===== src/rtl/smp_timer_pkg.sv =====
// Shared constants for the SMP timer bank: register offsets, CTRL fields,
// prescaler step width and default thresholds.
package smp_timer_pkg;

    localparam logic [4:0] REG_CTRL     = 5'h00;
    localparam logic [4:0] REG_EN       = 5'h01;
    localparam logic [4:0] REG_IMASK    = 5'h02;
    localparam logic [4:0] REG_DIV_BASE = 5'h08;
    localparam logic [4:0] REG_OUT_BASE = 5'h10;

    localparam int CTRL_CLK_LO = 6;
    localparam int CTRL_TM_LO  = 4;
    localparam int CTRL_TM_EN  = 3;
    localparam int CTRL_TM_DIS = 0;

    localparam logic [7:0] CTRL_RST   = 8'h08;
    localparam logic [7:0] CTRL_WMASK = 8'hF9;

    localparam int STEP_W       = 5;
    localparam int DIV_W        = 8;
    localparam int SLOW_THR_DEF = 384;
    localparam int FAST_THR_DEF = 48;

    // step = (1 << clk_speed) + (2 << tm_speed), at most 24
    function automatic logic [STEP_W-1:0] step_of(
        input logic [1:0] clk_spd,
        input logic [1:0] tm_spd
    );
        return (STEP_W'(1) << clk_spd) + (STEP_W'(2) << tm_spd);
    endfunction

endpackage


===== src/rtl/smp_timer_chan.sv =====
// One timer channel: 8-bit stage-2 divider plus wrapping output counter.
// Ports: dom_tick/active advance it, en_rise clears it, rd_clr read-clears out_o.
module smp_timer_chan
    import smp_timer_pkg::*;
#(
    parameter int OUT_W = 4
) (
    input  logic             clk,
    input  logic             rst_n,
    input  logic             dom_tick,
    input  logic             active,
    input  logic [DIV_W-1:0] div_i,
    input  logic             en_rise,
    input  logic             rd_clr,
    output logic [OUT_W-1:0] out_o,
    output logic             tick_o
);

    logic [DIV_W-1:0] cnt_q, cnt_d, cnt_inc;
    logic [OUT_W-1:0] out_q, out_d;
    logic             tick_q, tick_d;
    logic             adv, inc;

    always_comb begin
        cnt_inc = cnt_q + DIV_W'(1);
        adv     = dom_tick && active;
        // 8-bit compare: div 0 matches after the wrap, i.e. divide-by-256
        inc     = adv && (cnt_inc == div_i);
        cnt_d   = cnt_q;
        out_d   = out_q;
        tick_d  = 1'b0;
        if (adv) begin
            cnt_d = inc ? '0 : cnt_inc;
        end
        if (en_rise) begin
            cnt_d = '0;
            out_d = '0;
        end else if (rd_clr) begin
            // a coinciding increment survives the read-clear
            out_d  = inc ? OUT_W'(1) : '0;
            tick_d = inc;
        end else if (inc) begin
            out_d  = out_q + OUT_W'(1);
            tick_d = 1'b1;
        end
    end

    always_ff @(posedge clk) begin
        if (!rst_n) begin
            cnt_q  <= '0;
            out_q  <= '0;
            tick_q <= 1'b0;
        end else begin
            cnt_q  <= cnt_d;
            out_q  <= out_d;
            tick_q <= tick_d;
        end
    end

    assign out_o  = out_q;
    assign tick_o = tick_q;

endmodule


===== src/rtl/smp_timer_bank.sv =====
// N-channel SMP timer bank with slow/fast shared prescalers and a byte-wide
// register port (CLK, RST_N, CE, ADDR, WR, RD, DI -> DO, TICK).
// Optional SMP_TIMER_IRQ_EN adds IMASK at 0x02 and a registered IRQ output.
module smp_timer_bank
    import smp_timer_pkg::*;
#(
    parameter int         NUM_TIMERS = 3,
    parameter int         OUT_W      = 4,
    parameter logic [7:0] FAST_MASK  = 8'b0000_0100,
    parameter int         SLOW_THR   = SLOW_THR_DEF,
    parameter int         FAST_THR   = FAST_THR_DEF
) (
    input  logic                  CLK,
    input  logic                  RST_N,
    input  logic                  CE,
    input  logic [4:0]            ADDR,
    input  logic                  WR,
    input  logic                  RD,
    input  logic [7:0]            DI,
    output logic [7:0]            DO,
    output logic [NUM_TIMERS-1:0] TICK
`ifdef SMP_TIMER_IRQ_EN
    ,
    output logic                  IRQ
`endif
);

    logic [7:0]            ctrl_q, ctrl_d;
    logic [NUM_TIMERS-1:0] en_q, en_d;
    logic [7:0]            div_q [NUM_TIMERS];
    logic [7:0]            div_d [NUM_TIMERS];
    logic [8:0]            slow_q, slow_d;
    logic [5:0]            fast_q, fast_d;
    logic [STEP_W-1:0]     step;
    logic [9:0]            slow_sum;
    logic [6:0]            fast_sum;
    logic                  slow_tick, fast_tick;
    logic                  wr_hit, rd_hit;
    logic [NUM_TIMERS-1:0] en_rise, rd_clr, chan_act, dom_tick;
    logic [OUT_W-1:0]      out_w  [NUM_TIMERS];
    logic                  tick_w [NUM_TIMERS];
`ifdef SMP_TIMER_IRQ_EN
    logic [NUM_TIMERS-1:0] imask_q, imask_d, out_nz;
    logic                  irq_q, irq_d;
`endif

    // prescalers: sums are one bit wider so the fast one cannot overflow
    always_comb begin
        step      = step_of(ctrl_q[CTRL_CLK_LO +: 2], ctrl_q[CTRL_TM_LO +: 2]);
        slow_sum  = {1'b0, slow_q} + 10'(step);
        fast_sum  = {1'b0, fast_q} + 7'(step);
        slow_tick = CE && (slow_sum >= 10'(SLOW_THR));
        fast_tick = CE && (fast_sum >= 7'(FAST_THR));
        slow_d    = slow_q;
        fast_d    = fast_q;
        if (CE) begin
            slow_d = slow_tick ? 9'(slow_sum - 10'(SLOW_THR)) : slow_sum[8:0];
            fast_d = fast_tick ? 6'(fast_sum - 7'(FAST_THR)) : fast_sum[5:0];
        end
    end

    // register writes and per-channel strobes; WR masks RD side effects
    always_comb begin
        wr_hit = CE && WR;
        rd_hit = CE && RD && !WR;
        ctrl_d = ctrl_q;
        en_d   = en_q;
        div_d  = div_q;
        if (wr_hit && ADDR == REG_CTRL) ctrl_d = DI & CTRL_WMASK;
        if (wr_hit && ADDR == REG_EN)   en_d   = DI[NUM_TIMERS-1:0];
        en_rise = '0;
        if (wr_hit && ADDR == REG_EN) en_rise = DI[NUM_TIMERS-1:0] & ~en_q;
        for (int i = 0; i < NUM_TIMERS; i++) begin
            if (wr_hit && ADDR == REG_DIV_BASE + 5'(i)) div_d[i] = DI;
            rd_clr[i]   = rd_hit && (ADDR == REG_OUT_BASE + 5'(i));
            chan_act[i] = en_q[i] && ctrl_q[CTRL_TM_EN] && !ctrl_q[CTRL_TM_DIS];
            dom_tick[i] = FAST_MASK[i] ? fast_tick : slow_tick;
            TICK[i]     = tick_w[i];
        end
    end

    always_comb begin
        DO = '0;
        case (ADDR)
            REG_CTRL:  DO = ctrl_q;
            REG_EN:    DO = 8'(en_q);
`ifdef SMP_TIMER_IRQ_EN
            REG_IMASK: DO = 8'(imask_q);
`endif
            default:   DO = '0;
        endcase
        for (int i = 0; i < NUM_TIMERS; i++) begin
            if (ADDR == REG_DIV_BASE + 5'(i)) DO = div_q[i];
            if (ADDR == REG_OUT_BASE + 5'(i)) DO = 8'(out_w[i]);
        end
    end

`ifdef SMP_TIMER_IRQ_EN
    always_comb begin
        imask_d = imask_q;
        if (wr_hit && ADDR == REG_IMASK) imask_d = DI[NUM_TIMERS-1:0];
        for (int i = 0; i < NUM_TIMERS; i++) out_nz[i] = |out_w[i];
        irq_d = |(imask_q & out_nz);
    end

    always_ff @(posedge CLK) begin
        if (!RST_N) begin
            imask_q <= '0;
            irq_q   <= 1'b0;
        end else begin
            imask_q <= imask_d;
            irq_q   <= irq_d;
        end
    end

    assign IRQ = irq_q;
`endif

    always_ff @(posedge CLK) begin
        if (!RST_N) begin
            ctrl_q <= CTRL_RST;
            en_q   <= '0;
            slow_q <= '0;
            fast_q <= '0;
            for (int i = 0; i < NUM_TIMERS; i++) div_q[i] <= 8'hFF;
        end else begin
            ctrl_q <= ctrl_d;
            en_q   <= en_d;
            slow_q <= slow_d;
            fast_q <= fast_d;
            for (int i = 0; i < NUM_TIMERS; i++) div_q[i] <= div_d[i];
        end
    end

    for (genvar g = 0; g < NUM_TIMERS; g++) begin : g_chan
        smp_timer_chan #(
            .OUT_W(OUT_W)
        ) u_chan (
            .clk     (CLK),
            .rst_n   (RST_N),
            .dom_tick(dom_tick[g]),
            .active  (chan_act[g]),
            .div_i   (div_q[g]),
            .en_rise (en_rise[g]),
            .rd_clr  (rd_clr[g]),
            .out_o   (out_w[g]),
            .tick_o  (tick_w[g])
        );
    end

endmodule


===== config.mk =====
export PLATFORM = sky130hd
export DESIGN_NAME = smp_timer_bank
export DESIGN_NICKNAME = d
export VERILOG_FILES = /design/src/rtl/smp_timer_pkg.sv /design/src/rtl/smp_timer_chan.sv /design/src/rtl/smp_timer_bank.sv
export SDC_FILE = /design/constraint.sdc
export NUM_CORES = 1
export LEC_CHECK = 0
export BUFFER_PORTS_ARGS = -buffer_cell sky130_fd_sc_hd__buf_4
export CAP_MARGIN = 20
export CORE_MARGIN = 2
export CORE_UTILIZATION = 61
export CTS_BUF_LIST = sky130_fd_sc_hd__clkbuf_8 sky130_fd_sc_hd__clkbuf_16
export DETAILED_ROUTE_END_ITERATION = 12
export PLACE_DENSITY = 0.86
export SLEW_MARGIN = 15
export SYNTH_ARGS = -nofsm -noshare
export SYNTH_HDL_FRONTEND = slang
export SYNTH_SLANG_ARGS = --single-unit

===== constraint.sdc =====
create_clock -name CLK -period 3.9 [get_ports CLK]
set_input_delay 0.195 -clock CLK [delete_from_list [all_inputs] [get_ports CLK]]
set_output_delay 0.195 -clock CLK [all_outputs]
set_load 0.01 [all_outputs]

==> results of run 1 <==
-- stage by stage --
step                      power [W]  worst slack (ns)  util, %
after floorplan             0.00104             0.371        -
after detailed placement    0.00110           -0.0557     66.8
after global routing        0.00182         -0.000774     70.0
after CTS                   0.00175            0.0380     69.4
after global placement      0.00109             0.315     66.8
final                       0.00175             0.198     70.0
-- path summary, 6_finish.rpt --
| kind | start | depth (start not counted) | slack [ns] | endpoint |
|---|---|---|---|---|
| min | DI[3] | 3 | 0.08 | div_q[3]$_SDFFE_PN1P_ |
| max | ctrl_q[6]$_SDFFE_PN0P_ | 16 | 0.20 | g_chan[2].u_chan.out_o[1]$_SDFFE_PP0P_ |
| max reg2reg | ctrl_q[6]$_SDFFE_PN0P_ | 16 | 0.20 | g_chan[2].u_chan.out_o[1]$_SDFFE_PP0P_ |
| min reg2reg | g_chan[0].u_chan.cnt_q[1]$_SDFFE_PP0P_ | 2 | 0.49 | g_chan[0].u_chan.cnt_q[1]$_SDFFE_PP0P_ |
-- flip-flops by register name, summed over array words and instances, names as in the netlist --
signal / flops
div_q: 24
g_chan.u_chan.cnt_q: 24
g_chan.u_chan.out_o: 12
slow_q: 9
ctrl_q: 6
fast_q: 6
en_q: 3
g_chan.u_chan.tick_o: 3
-- worst max-delay path, stage by stage, from the launching register on --
cell and delay (ns):
dfxtp_1 0.44, nor2b_1 0.19, ha_1 0.20, fa_1 0.49, ha_1 0.36, a21o_1 0.18
a21oi_1 0.23, xor2_1 0.29, inv_1 0.11, ha_1 0.20, nand3_1 0.09, o221ai_1 0.13
buf_4 0.17, nand3_1 0.10, buf_4 0.14, mux2i_1 0.20, nor2_1 0.06
-- layer usage --
metal	global-route usage (%)	part of all wire (%)	vias up	wire length [um]
li1	-	-	2443	-
met1	37.0	42	2424	5840
met2	47.8	48	249	6610
met3	4.03	6.6	44	912
met4	14.1	3.0	0	412
met5	0	0	-	0
-- logic make-up (layout without fill, tap and decap cells) --
family,after synthesis,count (layout),share of synthesized area [%]
buffers and inverters,53,76,4.25
multiplexers,23,23,4.35
XOR/XNOR,40,40,6.61
AND/OR/NAND/NOR,276,276,25.6
adder cells (fa/ha/maj),24,24,6.09
AO/OA/AOI/OAI,161,161,20.2
flip-flops,87,87,32.9
-- synthesized netlist by cell type (6+ instances only) --
cell	number
buf_4	6
or4_1	7
a22oi_1	15
ha_1	21
nor2b_1	7
nand4_1	6
a211oi_1	7
xor2_1	16
nand2b_1	8
nand3_1	46
o21a_1	6
xnor2_1	24
o31ai_1	8
o211ai_1	15
a21oi_1	43
or3_1	19
nor3_1	10
o22ai_1	10
mux2i_1	23
o21ai_0	21
inv_1	20
clkbuf_1	22
nand2_1	80
nor3b_1	6
nor2_1	62
dfxtp_1	87
and3_1	6
-- cell type report --
cell class,count,area [sq um]
sequential,87,1740
clock inverter,7,78.8
multi-input combinational,524,3360
clock buffer,9,124
timing repair buffer,40,298
tap,105,131
inverter,20,75.1
fill,677,2490
-- cells in the final DEF, fill, tap and decap left out, types with 8 or more instances in the layout --
cell	count
xnor2_1	24
nand2_1	80
o31ai_1	8
or3_1	19
ha_1	21
nor3_1	10
o22ai_1	10
nand3_1	45
dfxtp_1	85
o21ai_0	20
nor2_1	62
a22oi_1	15
xor2_1	15
clkbuf_8	9
o211ai_1	15
buf_4	39
mux2i_1	23
nand2b_1	8
inv_1	20
a21oi_1	41
-- power by group --
| group | leakage (nW) | total [W] | switching, W | internal, W |
|---|---|---|---|---|
| logic | 1.54 | 0.000175 | 0.000103 | 0.0000716 |
| registers | 0.705 | 0.000912 | 0.0000123 | 0.000900 |
| clock network | 0.0982 | 0.000667 | 0.000363 | 0.000304 |
-- timing repair --
item / 4_1_cts / 5_1_grt
resized for setup: 3 / 8
gates cloned: 0 / 0
pin swaps: 0 / 2
setup buffers: 0 / 3
setup endpoints to repair: 13 / 37
==> flow_summary.toml, run 1 <==
[synth]
ys_types = 60
synth-seq-area-share_pct = 32.9
ys_warn_count = 0
async_flop_share_pct = 0
ys_ff_latch = 87
yosysTopAreaCell = "dfxtp_1"
synth_edf_count = 0
yosysTopAreaCellShare_pct = 32.9
syn_area_sq_um = 5300
synth_top_flop_cell = "dfxtp_1"
synthTopCellsByArea = "dfxtp_1 33%, nand2_1 5.7%, ha_1 5.0%"
syn_area_per_cell_sq_um = 7.98
synthesis.nets = 706
syn_inst = 664

[finish]
stdcell_area_sq_um = 5810
instances_no_fill = 792
drive_gt1_share_pct = 10.8
finalNetCount = 724
n_antenna_cell = 0
area_delta_synth_final_pct = 9.73

[clock_tree]
numClockSinks = 87
clkLatencyLatePin_ns = 0.38
max-clock-path-buffers = 2
cts_tree = "yes"
root_buffer = "clkbuf_8"
clkTransAtPathRegs_ns = 0.10
cts_buffers = 9
cts_hold_buf = 0
htree_levels = 3

[placement]
place_hpwl_mm = 10.1
dpl_cell_area_sq_um = 5550
port_buffers = 28
placedCellCount = 772
gp_congestion = 0.918

[global_routing]
antenna_found_initial = 0
overflow = 0
grt_pass1_wl_mm = 22.8
grt_pass1_vias = 4956
grt_max_degree = 34
grt_usage_pct = 28.9

[timing]
post-route-period-util_pct = 94.9
hold_viol_final = 0
worst_slew_pin_slew_ns = 0.995
final.setup.tns_ns = 0
finalSetupViolCount = 0
finalMaxSlewViolations = 0
clock.fmax_ghz = 0.270
period_needed_ns = 3.70
slew_headroom_pct = 33.2
hold_ws_ns = 0.0769
fin_skew_ns = 0.0155

[drt]
post_drt_wl_per_cell_um = 17.4
ant_nets = 0
drc = 0
drtIter0Drc = 499
firstDrtPassIters = 6
vias = 5160
routed_wl_mm = 13.8
vias_per_cell = 6.52

[setup_path]
end_kind = "register"
crit_required_ns = 4.17
start_kind = "register"
crit_arrival_ns = 3.97
worstSetupPathType = "reg2reg"
cp_max_fo = 6

[min_path]
hp-class = "in2reg"

[floorplanning]
io_pins = 29
die_y_um = 97.2
die-area_sq_um = 9440
rows = 33
coreArea_sq_um = 8300
initial_core_util_pct = 63.8
die_w_um = 97.2

[power]
p_per_area_nw_per_um2 = 302
worst_ir_drop_vdd_mv = 0.172
leakage_nw = 2.34

[job]
cap_violations = 0

[status]
status = "completed"
Power figures use the tool's default switching activity.
==> run 2: changes to the inputs <==
--- a/config.mk
+++ b/config.mk
@@ -11,8 +11,9 @@
 export CORE_UTILIZATION = 61
 export CTS_BUF_LIST = sky130_fd_sc_hd__clkbuf_8 sky130_fd_sc_hd__clkbuf_16
 export DETAILED_ROUTE_END_ITERATION = 12
-export PLACE_DENSITY = 0.86
+export PLACE_DENSITY = 0.85
 export SLEW_MARGIN = 15
 export SYNTH_ARGS = -nofsm -noshare
 export SYNTH_HDL_FRONTEND = slang
+export SYNTH_HIERARCHICAL = 1
 export SYNTH_SLANG_ARGS = --single-unit
==> run 2 against run 1 <==
The flow now finishes with violations (negative setup slack). Design area grew 23%. Wire length is 29% higher. Total power is 8.2% higher. Critical path depth increased by 3.
==> flow_summary.toml, run 2 <==
[synth]
synthXorXnorAreaFrac_pct = 6.39
synth_top_family_by_area = "simple AND/OR/NAND/NOR gates"
syn_area_sq_um = 5890
synth.area.mux_share_pct = 5.94
synthAdderAreaFrac_pct = 5.48
syn_inst = 743
synth-compound-area-share_pct = 18.3
synthesis.nets = 785
ys_ff_latch = 87
yosysTopAreaCell = "dfxtp_1"
synthTopCellsByCount = "95 x nand2_1, 87 x dfxtp_1, 62 x nand3_1"
ys_types = 62
ys_warn_count = 6
yosysTopAreaCellShare_pct = 29.6
synthTopCellsByArea = "dfxtp_1 30%, nand2_1 6.1%, mux2i_1 5.9%"
async_flop_share_pct = 0
yosys.area_share.simple_pct = 29.8
synth_edf_count = 0
synth_top_flop_cell = "dfxtp_1"
synth-seq-area-share_pct = 29.6
syn_area_per_cell_sq_um = 7.93
yosysMostFrequentCell = "nand2_1"

[clock_tree]
cts_tree = "yes"
root_buffer = "clkbuf_8"
max-clock-path-buffers = 2
numClockSinks = 87
clkTransAtPathRegs_ns = 0.09
cts_buffers = 9
clkLatencyLatePin_ns = 0.38
htree_levels = 3

[finish]
fillers = 593
drive_gt1_share_pct = 21.4
mostFrequentLayoutCells = "94 x nand2_1, 83 x dfxtp_1, 69 x buf_4"
final_util_pct = 76.8
finalNetCount = 833
instances_no_fill = 925
final_common_cell = "nand2_1"
n_antenna_cell = 0
area_delta_synth_final_pct = 21.5

[timing]
post-route-period-util_pct = 107
period_needed_ns = 4.17
hold_viol_final = 0
worst_slew_pin_slew_ns = 0.743
clock.fmax_ghz = 0.240
finalSetupViolCount = 36
grt_setup_unrepaired = "yes"
finalMaxSlewViolations = 0
fin_skew_ns = 0.0134
slew_headroom_pct = 50.4
layout_setup_ws_ns = -0.266
hold_ws_ns = 0.0905
final.setup.tns_ns = -5.76

[power]
p_comb_share_pct = 11.4
intPower_w = 0.00141
power_w = 0.00190
leakage_nw = 2.67
netSwitchingFraction_pct = 25.6
p_seq_share_pct = 47.9
worst_ir_drop_vdd_mv = 0.186
p_sw_w = 0.000486
p_per_area_nw_per_um2 = 265
clockPowerShare_pct = 40.6

[global_routing]
overflow = 0
grt_max_degree = 54
antenna_found_initial = 0
grt_pass1_wl_mm = 26.0
grt_usage_pct = 31.6
grt_pass1_vias = 5431

[floorplanning]
die-area_sq_um = 10500
die_w_um = 102
coreArea_sq_um = 9330
die_y_um = 102
io_pins = 29
initial_core_util_pct = 63.2
rows = 35

[status]
status = "finished, violations left"
violations = "negative setup slack"

[setup_path]
r2r_end = "g_chan[2].u_chan/out_o[2]$_SDFFE_PP0P_"
crit_arrival_ns = 4.47
r2r_start = "ctrl_q[5]$_SDFFE_PN0P_"
crit_required_ns = 4.21
cp-startpoint = "ctrl_q[5]$_SDFFE_PN0P_"
reg2regPathDepth = 19
end_kind = "register"
r2r_setup_slack_ns = -0.27
cp_max_fo = 6
worstSetupPathType = "reg2reg"
start_kind = "register"

[drt]
drc = 0
vias = 5996
routed_wl_mm = 17.8
post_drt_wl_per_cell_um = 19.2
ant_nets = 0
drtIter0Drc = 507
vias_per_cell = 6.48
firstDrtPassIters = 6

[min_path]
holdPathEnd = "div_q[15]$_SDFFE_PN1P_"
hold_path.startpoint = "DI[7]"
hold_depth = 3
hp-class = "in2reg"

[job]
cap_violations = 0

[placement]
place_hpwl_mm = 10.7
gp_congestion = 0.944
port_buffers = 28
placedCellCount = 886
## run 2: cell count changes in the layout (fill, tap and decap cells not counted), sizes merged, moves of 14 or more
cell	previous run	this run
a22oi	15	1
a31oi	3	19
and2	1	15
buf	40	76
nand2	80	95
nand3	46	63
nor2b	7	27
## run 2: final cells by class
cell class	instances	area (sq um)	share of cell area (%)
clock buffer	9	124	1.73
clock inverter	7	114	1.59
inverter	22	82.6	1.15
multi-input combinational	593	4270	59.6
sequential	87	1750	24.5
tap	129	161	2.25
timing repair buffer	78	654	9.14
## run 2: metal layers
metal | vias to the layer above | routed length [um] | GRT usage (%)
met5 | - | 0 | 0
met4 | 0 | 849 | 11.2
li1 | 2757 | - | -
met3 | 87 | 1470 | 6.22
met1 | 2810 | 6940 | 38.8
met2 | 342 | 8540 | 55.0
## run 2: logic make-up after synthesis
kind of cell	Yosys count
fa+ha+maj	24
buf+inv	63
compound gates	151
simple gates	340
flops	87
mux	35
xor+xnor	43
## run 2: what timing repair did
item | 4_1_cts | 5_1_grt
gates cloned | 0 | 2
hold buffers | 0 | 0
pin swaps | 24 | 32
buffers inserted | 18 | 5
resized for setup | 20 | 51
setup endpoints to repair | 32 | 38
## run 2: stage by stage
step	area (sq um)	worst slack (ns)
after floorplan	5990	-0.107
after global placement	6370	-0.0302
after detailed placement	6370	-0.202
after CTS	6860	-0.175
after global routing	7160	-0.461
final	7160	-0.266
## run 2: worst max path at each step
| stage | depth (start not counted) | end | slack (ns) |
|---|---|---|---|
| 3_5_place_dp | 21 | g_chan[2].u_chan/out_o[3]$_SDFFE_PP0P_ | -0.20 |
| 6_report | 19 | g_chan[2].u_chan/out_o[2]$_SDFFE_PP0P_ | -0.27 |
| 3_3_place_gp | 20 | g_chan[2].u_chan/out_o[3]$_SDFFE_PP0P_ | -0.03 |
| 4_1_cts | 21 | g_chan[2].u_chan/out_o[2]$_SDFFE_PP0P_ | -0.18 |
| 2_1_floorplan | 20 | g_chan[2].u_chan/out_o[3]$_SDFFE_PP0P_ | -0.11 |
| 5_1_grt | 19 | g_chan[2].u_chan/out_o[2]$_SDFFE_PP0P_ | -0.46 |
## run 2: power groups by stage
stage / registers (W) / logic (W) / clock network, W
floorplan: 0.000927 / 0.000123 / 0
global placement: 0.000929 / 0.000179 / 0
detailed placement: 0.000930 / 0.000186 / 0
CTS: 0.000908 / 0.000193 / 0.000768
global route: 0.000910 / 0.000231 / 0.000808
finish: 0.000909 / 0.000217 / 0.000771
## run 2: critical path, stage by stage (launching register included)
cell and delay [ns]:
dfxtp_4 0.38, nor2_2 0.18, ha_4 0.20, fa_2 0.49
ha_4 0.32, nand3_1 0.10, a21o_1 0.22, and3_4 0.18
nor2_4 0.13, ha_4 0.15, nand4_1 0.13, mux2i_2 0.20
o21bai_4 0.15, o211a_1 0.18, and2_4 0.16, nand3_4 0.07
a2111oi_4 0.26, o211ai_4 0.15, or3_1 0.33, a21oi_1 0.14
==> run 3: changes to the inputs <==
--- a/config.mk
+++ b/config.mk
@@ -7,11 +7,13 @@
 export LEC_CHECK = 0
 export BUFFER_PORTS_ARGS = -buffer_cell sky130_fd_sc_hd__buf_4
 export CAP_MARGIN = 20
+export CELL_PAD_IN_SITES_DETAIL_PLACEMENT = 0
+export CELL_PAD_IN_SITES_GLOBAL_PLACEMENT = 2
 export CORE_MARGIN = 2
-export CORE_UTILIZATION = 61
+export CORE_UTILIZATION = 40
 export CTS_BUF_LIST = sky130_fd_sc_hd__clkbuf_8 sky130_fd_sc_hd__clkbuf_16
 export DETAILED_ROUTE_END_ITERATION = 12
-export PLACE_DENSITY = 0.85
+export PLACE_DENSITY = 0.91
 export SLEW_MARGIN = 15
 export SYNTH_ARGS = -nofsm -noshare
 export SYNTH_HDL_FRONTEND = slang
==> constraint.sdc (replaced) <==
create_clock -name CLK -period 5.21 [get_ports CLK]
set_input_delay 0.2605 -clock CLK [delete_from_list [all_inputs] [get_ports CLK]]
set_output_delay 0.2605 -clock CLK [all_outputs]
set_load 0.01 [all_outputs]
==> run 3 against run 2 <==
Design area down 9.9%. Worst setup slack better by 0.71 ns. Clock-buffer cell count up 1. The flow now finishes without violations. Fmax down 13%. First-iteration DRC count down 38%. Global-route usage down 12 points. Die area up 50%. Via count down 11%. Clock skew down 0.0090 ns. Largest power group unchanged.
==> flow_summary.toml, run 3 (synthesis gave the netlist of run 2 again) <==
[status]
status = "completed"

[setup_path]
slowest_delay_ns = 0.39
crit_required_ns = 5.48
worstSetupPathType = "reg2reg"
crit_arrival_ns = 5.04
crit_chain = "nor2b_1 > ha_1 > a21o_1 > a21oi_1 > xor2_1 > buf_4 > ha_1 > nand2_1 > a21o_1 > and3_1 > nor2_1 > ha_1 > nand4b_1 > mux2i_2 > o21bai_1 > o211a_1 > and2_1 > nand3_1 > a2111oi_4 > o211ai_4 > or3_1 > a21oi_1"
r2r_end = "g_chan[2].u_chan/out_o[3]$_SDFFE_PP0P_"
slowest_stage = "dfxtp_1"
path_buf_inv = 1
r2r_setup_slack_ns = 0.44
path_common_cell = "ha_1"
r2r_start = "ctrl_q[4]$_SDFFE_PN0P_"
crit_family = "compound AO/OA/AOI/OAI gates"
end_kind = "register"
cp_max_fo = 12
start_kind = "register"
crit_cells = 22
crit_end = "g_chan[2].u_chan/out_o[3]$_SDFFE_PP0P_"
reg2regPathDepth = 22
cp-startpoint = "ctrl_q[4]$_SDFFE_PN0P_"

[clock_tree]
root_buffer = "clkbuf_16"
numClockSinks = 87
cts_buffers = 9
max-clock-path-buffers = 2
htree_levels = 3
clkTransAtPathRegs_ns = 0.06
clkLatencyLatePin_ns = 0.34
cts_tree = "yes"

[drt]
highest_layer = "met4"
ant_nets = 0
firstDrtPassIters = 4
vias = 5326
wl_met2_mm = 6.98
routed_wl_mm = 15.3
drtIter0Drc = 316
drc = 0
vias_per_cell = 5.71
drt-met1-wl_mm = 7.44
met3_wirelength_um = 498
post_drt_wl_per_cell_um = 16.4

[timing]
post-route-period-util_pct = 91.6
worst_slew_pin_slew_ns = 0.761
clock.fmax_ghz = 0.210
grt_setup_unrepaired = "no"
hold_viol_final = 0
slew_headroom_pct = 49.2
final.setup.tns_ns = 0
period_needed_ns = 4.77
finalSetupViolCount = 0
fin_skew_ns = 0.00440
finalMaxSlewViolations = 0

[finish]
area_delta_synth_final_pct = 9.49
final_common_cell = "nand2_1"
finalNetCount = 789
mostFrequentLayoutCells = "95 x nand2_1, 87 x dfxtp_1, 62 x nand3_1"
fillers = 1425
instances_no_fill = 933
n_antenna_cell = 0
drive_gt1_share_pct = 8.81

[power]
leakage_nw = 2.40
worst_ir_drop_vdd_mv = 0.144
p_per_area_nw_per_um2 = 218

[placement]
gp_congestion = 0.841
placedCellCount = 914
port_buffers = 28
place_hpwl_mm = 11.2

[global_routing]
overflow = 0
grt_max_degree = 54
grt_pass1_wl_mm = 25.5
antenna_found_initial = 0
grt_usage_pct = 19.7
grt_pass1_vias = 5112

[floorplanning]
initial_core_util_pct = 40.7
rows = 44
die-area_sq_um = 15700
die_y_um = 125
io_pins = 29
die_w_um = 125
coreArea_sq_um = 14500

[job]
cap_violations = 0

[min_path]
hp-class = "in2reg"
run 3: cell count changes in the layout (fill, tap and decap cells not counted), moves of 5 or more:
cell | previous run | this run
nand3_2 | 7 | 1
o21ai_2 | 7 | 0
ha_4 | 8 | 0
clkbuf_8 | 9 | 1
a21oi_1 | 26 | 34
o21ai_0 | 28 | 35
buf_4 | 69 | 34
clkbuf_16 | 2 | 9
buf_6 | 5 | 0
ha_1 | 13 | 21
a21oi_2 | 8 | 0
nand3_1 | 53 | 62
run 3: per-layer routing:
metal,global-route usage [%],vias to the layer above
met4,8.37,0
met1,26.8,2523
met5,0,-
met2,31.4,108
met3,2.87,25
li1,-,2670
run 3: per-stage QoR:
step / instance area [sq um] / utilization [%] / setup WS [ns] / total power (W) / hold slack [ns]
global route: 6450 / 44.6 / 0.0299 / 0.00146 / 0.197
floorplan: 5890 / - / 0.871 / 0.000783 / 0.384
CTS: 6400 / 44.2 / 0.234 / 0.00142 / 0.188
global placement: 6150 / 42.5 / 0.437 / 0.000826 / 0.474
finish: 6450 / 44.6 / 0.439 / 0.00140 / 0.197
detailed placement: 6150 / 42.5 / 0.275 / 0.000827 / 0.481
run 3: timing repair:
| action | in CTS | in global routing |
|---|---|---|
| setup endpoints to repair | 0 | 12 |
| buffers inserted | 0 | 6 |
| gates resized for setup | 0 | 2 |
| hold buffers | 0 | 0 |
run 3: power by group:
part	switching (W)	total, W	leakage, nW	internal (W)
clock	0.000265	0.000590	0.131	0.000325
sequential	0.00000718	0.000681	0.704	0.000673
combinational	0.0000794	0.000133	1.57	0.0000532
run 3: how the worst min path moves through the flow:
stage                                           start  cells past startpoint  slack (ns)                                      to
5_1_grt                                         DI[5]                      3        0.20                   div_q[5]$_SDFFE_PN1P_
3_3_place_gp   g_chan[0].u_chan/out_o[3]$_SDFFE_PP0P_                      2        0.47  g_chan[0].u_chan/out_o[3]$_SDFFE_PP0P_
2_1_floorplan                                   DI[0]                      2        0.38                   div_q[0]$_SDFFE_PN1P_
6_report                                        DI[1]                      3        0.20                  div_q[17]$_SDFFE_PN1P_
4_1_cts                                         DI[1]                      3        0.19                   div_q[9]$_SDFFE_PN1P_
3_5_place_dp                   slow_q[2]$_SDFFE_PN0P_                      1        0.48                  slow_q[2]$_SDFFE_PN0P_
run 3: area by class of cell:
type	count	area, sq um	share of cell area, %
multi-input cells	593	3890	60.3
flip-flops and latches	87	1740	27.0
repair buffers	34	255	3.96
clock buffers	10	239	3.70
well taps	184	230	3.57
inverters	22	82.6	1.28
clock inverters	3	13.8	0.213
run 3: worst reg2reg max path: stages (launching register included):
cell and delay, ns:
dfxtp_1 0.39, nor2b_1 0.25, ha_1 0.27, a21o_1 0.17
a21oi_1 0.16, xor2_1 0.12, buf_4 0.15, ha_1 0.26
nand2_1 0.05, a21o_1 0.18, and3_1 0.20, nor2_1 0.09
ha_1 0.17, nand4b_1 0.11, mux2i_2 0.27, o21bai_1 0.21
o211a_1 0.21, and2_1 0.21, nand3_1 0.16, a2111oi_4 0.35
o211ai_4 0.21, or3_1 0.38, a21oi_1 0.14
